===== src/rtl/gci_irq_arbiter.sv =====
// GCI interrupt arbiter: per-node enable/mode gating, optional rising-edge pending latch,
// priority pick with lowest-index tie-break, and a VALID/ACK handshake toward the core.
`default_nettype none

module gci_irq_arbiter #(
  parameter int P_NODE_N  = 8,
  parameter int P_PRI_W   = 8,
  parameter int P_ENTRY_W = 5,
  parameter int P_NUM_W   = 6
) (
  input  logic                          iCLOCK,
  input  logic                          inRESET,
  input  logic                          iIRQ_CTRL_REQ,
  input  logic [P_ENTRY_W-1:0]          iIRQ_CTRL_ENTRY,
  input  logic                          iIRQ_CTRL_INFO_MASK,
  input  logic                          iIRQ_CTRL_INFO_VALID,
  input  logic [1:0]                    iIRQ_CTRL_INFO_MODE,
  input  logic                          iNODEINF_VALID,
  input  logic [P_NODE_N*P_PRI_W-1:0]   iNODE_PRIORITY,
  input  logic [P_NODE_N-1:0]           iNODE_IRQ,
  output logic [P_NODE_N-1:0]           oNODE_ACK,
  output logic                          oNODE_IRQ_BUSY,
  output logic                          oIRQ_EMPTY,
  output logic                          oIRQ_VALID,
  output logic [P_NUM_W-1:0]            oIRQ_NUM,
  input  logic                          iIRQ_ACK
);

  typedef enum logic {
    IDLE     = 1'b0,
    ACK_WAIT = 1'b1
  } stateT;

  stateT                 state;
  stateT                 stateNext;

  logic [P_NODE_N-1:0]   entValid;
  logic [P_NODE_N-1:0]   entMask;
  logic [1:0]            entMode [P_NODE_N];
  logic [P_NODE_N-1:0]   pending;
  logic [P_NODE_N-1:0]   irqPrev;

  logic [P_NODE_N-1:0]   ctrlHit;
  logic [P_NODE_N-1:0]   nodeEn;
  logic [P_NODE_N-1:0]   edgeMode;
  logic [P_NODE_N-1:0]   rise;
  logic [P_NODE_N-1:0]   req;
  logic [P_NODE_N-1:0]   grantVec;

  logic                  winAny;
  logic                  winFound;
  logic [P_NUM_W-1:0]    winIdx;
  logic [P_PRI_W-1:0]    winPri;
  logic                  grant;
  logic [P_NUM_W-1:0]    irqNum;

  // Per-node gating; an out-of-range control index simply matches no node
  always_comb begin
    ctrlHit  = '0;
    nodeEn   = '0;
    edgeMode = '0;
    rise     = '0;
    req      = '0;
    for (int i = 0; i < P_NODE_N; i++) begin
      ctrlHit[i]  = iIRQ_CTRL_REQ && (iIRQ_CTRL_ENTRY == P_ENTRY_W'(i));
      nodeEn[i]   = !entValid[i] || entMask[i];
      edgeMode[i] = (entMode[i] == 2'b01);
      rise[i]     = iNODE_IRQ[i] && !irqPrev[i];
      req[i]      = nodeEn[i] && (edgeMode[i] ? pending[i] : iNODE_IRQ[i]);
    end
  end

  // Strict greater-than keeps the lowest index on equal priority
  always_comb begin
    winFound = 1'b0;
    winIdx   = '0;
    winPri   = '0;
    for (int i = 0; i < P_NODE_N; i++) begin
      if (req[i] && (!winFound || (iNODE_PRIORITY[i*P_PRI_W +: P_PRI_W] > winPri))) begin
        winFound = 1'b1;
        winPri   = iNODE_PRIORITY[i*P_PRI_W +: P_PRI_W];
        winIdx   = P_NUM_W'(i);
      end
    end
    winAny = |req;
  end

  always_ff @(posedge iCLOCK or negedge inRESET) begin
    if (!inRESET) begin
      state <= IDLE;
    end else begin
      state <= stateNext;
    end
  end

  always_comb begin
    stateNext  = state;
    grant      = 1'b0;
    oIRQ_VALID = 1'b0;
    case (state)
      IDLE: begin
        if (winAny && iNODEINF_VALID) begin
          grant     = 1'b1;
          stateNext = ACK_WAIT;
        end
      end
      ACK_WAIT: begin
        oIRQ_VALID = 1'b1;
        if (iIRQ_ACK) begin
          stateNext = IDLE;
        end
      end
      default: stateNext = IDLE;
    endcase
  end

  always_comb begin
    grantVec = '0;
    for (int i = 0; i < P_NODE_N; i++) begin
      grantVec[i] = grant && (winIdx == P_NUM_W'(i));
    end
  end

  always_ff @(posedge iCLOCK or negedge inRESET) begin
    if (!inRESET) begin
      irqNum <= '0;
    end else if (grant) begin
      irqNum <= winIdx + P_NUM_W'(1);
    end
  end

  // A rise coinciding with a grant re-arms the latch; a control write always wins
  always_ff @(posedge iCLOCK or negedge inRESET) begin
    if (!inRESET) begin
      pending <= '0;
      irqPrev <= '0;
    end else begin
      pending <= ((pending & ~grantVec) | (rise & nodeEn & edgeMode)) & ~ctrlHit;
      irqPrev <= iNODE_IRQ;
    end
  end

  always_ff @(posedge iCLOCK or negedge inRESET) begin
    if (!inRESET) begin
      entValid <= '0;
      entMask  <= '0;
      for (int i = 0; i < P_NODE_N; i++) begin
        entMode[i] <= 2'b00;
      end
    end else begin
      for (int i = 0; i < P_NODE_N; i++) begin
        if (ctrlHit[i]) begin
          entValid[i] <= iIRQ_CTRL_INFO_VALID;
          entMask[i]  <= iIRQ_CTRL_INFO_MASK;
          entMode[i]  <= iIRQ_CTRL_INFO_MODE;
        end
      end
    end
  end

  assign oNODE_ACK      = grantVec;
  assign oNODE_IRQ_BUSY = !iNODEINF_VALID;
  assign oIRQ_EMPTY     = (state == IDLE) && !winAny;
  assign oIRQ_NUM       = irqNum;

endmodule

`default_nettype wire

===== config.mk =====
export PLATFORM = sky130hd
export DESIGN_NAME = gci_irq_arbiter
export DESIGN_NICKNAME = d
export VERILOG_FILES = /design/src/rtl/gci_irq_arbiter.sv
export SDC_FILE = /design/constraint.sdc
export NUM_CORES = 1
export LEC_CHECK = 0
export CORE_ASPECT_RATIO = 2
export CORE_MARGIN = 4
export CORE_UTILIZATION = 45
export CTS_CLUSTER_DIAMETER = 100
export DETAILED_ROUTE_END_ITERATION = 8
export HOLD_SLACK_MARGIN = 0.15
export PLACE_DENSITY = 0.84
export SYNTH_ARGS = -nofsm -noshare
export SYNTH_HDL_FRONTEND = slang
export SYNTH_SLANG_ARGS = --single-unit

===== constraint.sdc =====
create_clock -name iCLOCK -period 23.1 [get_ports iCLOCK]
set_input_delay 3.465 -clock iCLOCK [delete_from_list [all_inputs] [get_ports iCLOCK]]
set_output_delay 3.465 -clock iCLOCK [all_outputs]
set_load 0.1 [all_outputs]

# After elaboration in Yosys (flattened, before gate mapping)
# Cells that the tools add are included.
dict set report classes {
  add_sub_neg 1
  n_lt_le_gt_ge 7
  n_eq_ne 22
  mux 34
  n_bitwise 8
  reduce_logical 84
}
# op n
set op_table {}
lappend op_table {{greater-than comparator 8 bit} 7}
lappend op_table {{2-to-1 mux 8 bit} 7}
lappend op_table {{logical AND 1 bit} 41}
lappend op_table {{2-to-1 mux 6 bit} 6}
lappend op_table {{bitwise AND 8 bit} 4}
lappend op_table {{zero test 1 bit} 25}
lappend op_table {{== test 6 x 3 -> 1 bit (second input constant)} 4}
lappend op_table {{== test 5 x 3 -> 1 bit (second input constant)} 4}
lappend op_table {{2-to-1 mux 1 bit} 20}
lappend op_table {{== test 2 x 1 -> 1 bit (second input constant)} 8}
lappend op_table {{NOT 8 bit} 2}
lappend op_table {{logical OR 1 bit} 15}
lappend op_table {{== test 6 x 2 -> 1 bit (second input constant)} 2}
lappend op_table {{== test 5 x 2 -> 1 bit (second input constant)} 2}
lappend op_table {{OR 8 bit} 1}
lappend op_table {{OR reduction 8 bit} 1}
lappend op_table {{adder 6 x 1 -> 6 bit (second input constant)} 1}
lappend op_table {{== test 6 x 1 -> 1 bit (second input constant)} 1}
lappend op_table {{zero test 6 bit} 1}
lappend op_table {{== test 5 x 1 -> 1 bit (second input constant)} 1}
lappend op_table {{zero test 5 bit} 1}
lappend op_table {{one-hot mux 1 bit (2 select lines)} 1}
lappend op_table {{NOT 1 bit} 1}
dict set report word_totals {
  reg_bits 55
  inputBits 86
  wordCells 184
}

# Depth between registers and ports, before layout
dict set report depth {
  word_depth 38
  mapped_depth 67
  mapped_depth_nobuf 62
}

# Least setup slack after synthesis
# OpenSTA, ideal clock, no wires.
dict set report synth_timing {
  kind {input to output}
  from {in iNODE_IRQ[0]}
  to {out oNODE_ACK[4]}
  t_arrival_ns 17.048
  t_required_ns 19.635
  slack_ns 2.587
  path_stages 60
  path_cell_list {mux2i_1 nor2_1 nand2_1 ha_1 nor2b_1 o211ai_1 a21o_1 a311oi_2 clkbuf_1 a22oi_1 ha_1 nor2b_1 o211ai_1 a211o_1 a31oi_1 clkbuf_1 a221o_1 nand2_1 [24 not listed] buf_2 a21oi_1 ha_1 nor2b_1 o211ai_1 a21oi_1 o21ba_2 o21ai_1 clkbuf_1 o22ai_1 ha_1 nor2b_1 o211ai_1 a21oi_1 o22ai_1 o32ai_2 or2_2 nor4_1}
}
dict set report synth_via {
  elab_chain_cells 33
}
# item line
set synth_lines {}
lappend synth_lines {{from (decl)} 20} ;# input logic [P_NODE_N-1:0] iNODE_IRQ,
lappend synth_lines {{2-to-1 mux 1 bit (*)} 69} ;# req[i] = nodeEn[i] && (edgeMode[i] ? pending[i] : iNODE_IRQ[i]);
lappend synth_lines {{logical AND 1 bit (*)} 69}
lappend synth_lines {{2-to-1 mux 8 bit or 2-to-1 mux 1 bit (tied branches)} 79} ;# if (req[i] && (!winFound || (iNODE_PRIORITY[i*P_PRI_W +: P_PRI_W] > winPri))) begin
lappend synth_lines {{greater-than comparator 8 bit or zero test 1 bit (tied branches)} 79}
lappend synth_lines {{logical OR 1 bit} 79}
lappend synth_lines {{logical AND 1 bit} 79}
lappend synth_lines {{2-to-1 mux 8 bit or 2-to-1 mux 1 bit (tied branches)} 79}
lappend synth_lines {{greater-than comparator 8 bit or zero test 1 bit (tied branches)} 79}
lappend synth_lines {{[17 not listed]} -}
lappend synth_lines {{logical AND 1 bit} 79}
lappend synth_lines {{2-to-1 mux 8 bit or 2-to-1 mux 1 bit (tied branches)} 79}
lappend synth_lines {{greater-than comparator 8 bit or zero test 1 bit (tied branches)} 79}
lappend synth_lines {{logical OR 1 bit} 79}
lappend synth_lines {{logical AND 1 bit} 79}
lappend synth_lines {{2-to-1 mux 6 bit} 79}
lappend synth_lines {{== test 6 x 3 -> 1 bit} 120} ;# grantVec[i] = grant && (winIdx == P_NUM_W'(i));
lappend synth_lines {{logical AND 1 bit (*)} 120}
lappend synth_lines {{to (decl)} 21} ;# output logic [P_NODE_N-1:0] oNODE_ACK,
# Every way passes the cells marked *; elsewhere a longest branch is shown, timed or not.

# Final worst setup path
dict set report layout_timing {
  from {in iNODE_IRQ[0]}
  to {out oNODE_ACK[1]}
}
dict set report layout_via {
  elab_chain_cells 33
}
# item line
set layout_lines {}
lappend layout_lines {{2-to-1 mux 1 bit (*)} 69}
lappend layout_lines {{logical AND 1 bit (*)} 69}
lappend layout_lines {{2-to-1 mux 8 bit or 2-to-1 mux 1 bit (tied branches)} 79}
lappend layout_lines {{greater-than comparator 8 bit or zero test 1 bit (tied branches)} 79}
lappend layout_lines {{logical OR 1 bit} 79}
lappend layout_lines {{logical AND 1 bit} 79}
lappend layout_lines {{2-to-1 mux 8 bit or 2-to-1 mux 1 bit (tied branches)} 79}
lappend layout_lines {{greater-than comparator 8 bit or zero test 1 bit (tied branches)} 79}
lappend layout_lines {{[17 not listed]} -}
lappend layout_lines {{logical AND 1 bit} 79}
lappend layout_lines {{2-to-1 mux 8 bit or 2-to-1 mux 1 bit (tied branches)} 79}
lappend layout_lines {{greater-than comparator 8 bit or zero test 1 bit (tied branches)} 79}
lappend layout_lines {{logical OR 1 bit} 79}
lappend layout_lines {{logical AND 1 bit} 79}
lappend layout_lines {{2-to-1 mux 6 bit} 79}
lappend layout_lines {{== test 6 x 1 -> 1 bit} 120}
lappend layout_lines {{logical AND 1 bit (*)} 120}
# Marked as above.

==> impl_metrics.csv <==
group,metric,value,unit
setup_path,max_stage_delay,1.21,ns
setup_path,crit_fanout,26,
setup_path,worstReg2RegEnd,"pending[1]",
clocking,clockBufferDepth,2,
synth,syn_avg_cell_area,9.014,µm²
synth,syn-cell-area,0.004678,mm²
detailed_routing,via_count,4457,
die,die-area,0.01219,mm²
clocking,cts_tree,"yes",
power,internal_power,0.0003514,W
detailed_routing,drtPass1Iterations,6,
detailed_routing,wl_per_cell,17.57,µm
power,p_sw_share,49.65,%
sta,fin_crit_sh,94.93,%
layout,n_fill_cell,905,
clocking,postCtsSetupRepairBufs,0,
layout,finalNetCount,756,
power,irDropWorstVdd,0.1002,mV
die,die_x,80.10,µm
setup_path,regToRegSetupSlack,9.00,ns
synth,synth_top_family_by_area,"compound AO/OA/AOI/OAI gates",
detailed_routing,drt_iter0_drc,235,
power,p_switching,0.0003466,W
setup_path,cp.depth,59,
grt,grt_pass1_wl,20750,µm
sta,fmax,45.60,MHz
grt,track_usage,21.40,%
clocking,cts_root_buf,"clkbuf_16",
clocking,cts_resized,0,
layout,drive_gt1_share,12.13,%
synth,synth_area_leader_cell,"dfrtp_1",
setup_path,critPathArrivalTime,18.46,ns
run,drv_cap,0,
setup_path,critPathKind,"in2out",
power,clkPwrFrac,11.8,%
power,seqPwrFrac,18.1,%
setup_path,cp_data_required_time,19.64,ns
detailed_routing,ant_nets,0,
synth,synth-async-reset-ratio,100.0,%
setup_path,r2r_cells,59,
power,powerDensity,117.9,mW/mm²
sta,finalSetupViolCount,0,
power,totalPowerFinal,0.0006980,W
layout,fin_cells,745,
clocking,htreeDepth,2,
synth,synth.distinct_cells,64,
synth,synthAdderAreaFrac,16.05,%
grt,grt_remaining_overflow,0,
sta,finalCriticalPeriod,21.93,ns
grt,grt_max_degree,54,
synth,synth-compound-area-share,21.34,%
clocking,ctsHoldBuffers,0,
place,hpwl,10870,µm
sta,worst_slack,1.172,ns
synth,synth-edff-count,0,
detailed_routing,wirelength,13090,µm
grt,grt_pass1_vias,4581,
clocking,clk_pin_slew,0.07,ns
synth,yosysSeqAreaShare,28.35,%
power,combPwrFrac,70.1,%
sta,skew,0.006811,ns
setup_path,startpoint,"iNODE_IRQ[0]",
setup_path,r2r-start,"entMode[15]",
detailed_routing,vias_per_cell,5.983,
synth,ys.flop_type,"dfrtp_1",
synth,synth-seq-cells,53,
min_path,hold_path.class,"reg2reg",
sta,rsz0062_at_grt,"no",
sta,tns,0,ns
setup_path,crit_slowest_cell,"clkdlybuf4s50_1",
setup_path,crit_path_end,"oNODE_ACK[1]",
sta,hold_viol,0,
place,io_buffers,100,
layout,antenna-diode-count,0,
layout,seq_area,0.001326,mm²
power,p_leak,2.551,nW
synth,synth_mux_area_share,10.16,%
synth,netlist_instances,519,
die,chipHeight,152.2,µm
die,core,0.01015,mm²
clocking,cts_sinks,53,
setup_path,start_kind,"input pin",
place,dp_cells,738,
grt,antenna_found_initial,0,
setup_path,setup.worst_path.end_class,"output pin",
synth,synthMostInstantiatedCell,"nand2_1",
place,routabilityCongestion,0.8428,
detailed_routing,drc,0,
sta,maxSlewViolCount,0,
synth,synthTopCellsByCount,"nand2_1 (63), ha_1 (60), dfrtp_1 (53)",
setup_path,path_delay_family,"compound AO/OA/AOI/OAI gates",
layout,final_area,0.005921,mm²
synth,yosysWarnings,0,
layout,multiInputGateArea,0.003154,mm²
setup_path,crit_buf_inv,4,
place,placed_area,0.005761,mm²
die,io_pins,103,
sta,tightest_slew,0.9850,ns
synth,synth_top_area_share,28.35,%
place,dp_slack,1.541,ns
layout,syn_to_final_growth,26.56,%
synth,synth_simple_gate_area_share,19.71,%
sta,max_slew_margin,33.90,%
synth,synth_xor_area_share,0,%
clocking,insertion_delay,0.29,ns
die,start_util,46.09,%
run_status,status,"complete, no violations",
clocking,cts_buffers,5,
die,rows,52,
synth,ys_top_cells_by_area,"dfrtp_1 (28%), ha_1 (16%), mux2_2 (8.7%), nand2_1 (5.1%), a21oi_1 (4.7%)",
==> flip-flops by register name, summed over array words and instances, names as in the netlist <==
| register | count |
|---|---|
| oIRQ_NUM | 4 |
| entMask | 8 |
| entValid | 8 |
| irqPrev | 8 |
| pending | 8 |
| entMode | 16 |
| state | 1 |
==> power by group through the flow <==
stage / sequential, W / combinational (W) / clock [W]
global route: 0.000128 / 0.000540 / 0.0000876
detailed placement: 0.000128 / 0.000484 / 0
floorplan: 0.000148 / 0.000349 / 0
CTS: 0.000126 / 0.000487 / 0.0000831
global placement: 0.000126 / 0.000466 / 0
finish: 0.000126 / 0.000490 / 0.0000824
==> layout by cell type (no fill, tap or decap), types with 3 or more instances in the layout <==
cell             Yosys  layout
a21o_1               3       3
a21oi_1             44      44
a221o_1              8       8
a221oi_1             7       7
a22o_1               3       3
a22oi_1             14      14
buf_4                6       3
clkbuf_16            0       5
clkdlybuf4s50_1      0      99
dfrtp_1             53      53
ha_1                60      60
inv_1               22      22
mux2_2              36      36
mux2i_1              4       4
nand2_1             63      63
nand2b_1             6       6
nand3_1              4       4
nand4_1             17      17
nor2_1              21      21
nor2b_1             20      20
nor3_1               4       4
o211ai_1             7       7
o21a_1               3       3
o21ai_0             21      21
o21ai_1              8       8
o21bai_1             8       8
o22ai_1              9       9
or2_2                7       7
or3_1                3       3
==> area by class of cell <==
cell class | instances | share of cell area, %
clock buffer | 5 | 2.113
clock inverter | 2 | 0.5917
inverter | 24 | 1.564
multi-input combinational | 423 | 53.28
sequential | 53 | 22.40
tap | 135 | 2.853
timing repair buffer | 103 | 17.20
==> worst register-to-register path, delay by kind of cell, from the launching register on <==
| kind | cells | cell delay, ns |
|---|---|---|
| simple gates | 15 | 3.13 |
| compound gates | 33 | 7.57 |
| fa+ha+maj | 8 | 2.39 |
| mux | 1 | 0.13 |
| buf+inv | 2 | 0.36 |
| flops | 1 | 0.40 |
==> per-layer routing <==
metal / part of all wire [%] / vias up / wire length, µm / global-route usage, %
met2: 56 / 171 / 7391 / 42.56
met1: 35 / 2126 / 4589 / 20.18
li1: - / 2114 / - / -
met4: 4.4 / 0 / 571 / 11.28
met5: 0 / - / 0 / 0
met3: 4.1 / 46 / 534 / 2.012
==> worst min-delay path by stage <==
stage,start,to,cells after the start
finish,oIRQ_NUM[2],oIRQ_NUM[2],2
CTS,oIRQ_NUM[2],oIRQ_NUM[2],2
global placement,oIRQ_NUM[2],oIRQ_NUM[2],2
floorplan,entMask[4],entMask[4],1
global route,oIRQ_NUM[2],oIRQ_NUM[2],2
detailed placement,oIRQ_NUM[2],oIRQ_NUM[2],2
==> cell families (layout without fill, tap and decap cells) <==
family	Yosys count	count (layout)
AO/OA/AOI/OAI	150	150
adder cells (fa/ha/maj)	60	60
buffers and inverters	44	134
flip-flops	53	53
multiplexers	42	42
other	1	2
AND/OR/NAND/NOR	169	169
==> stage by stage <==
step	hold slack (ns)	util, %
CTS	0.4850	58.33
global route	0.4872	58.33
finish	0.4827	58.33
global placement	0.4714	56.76
floorplan	0.4701	-
detailed placement	0.4700	56.76
(Power assumes the default switching activity.)
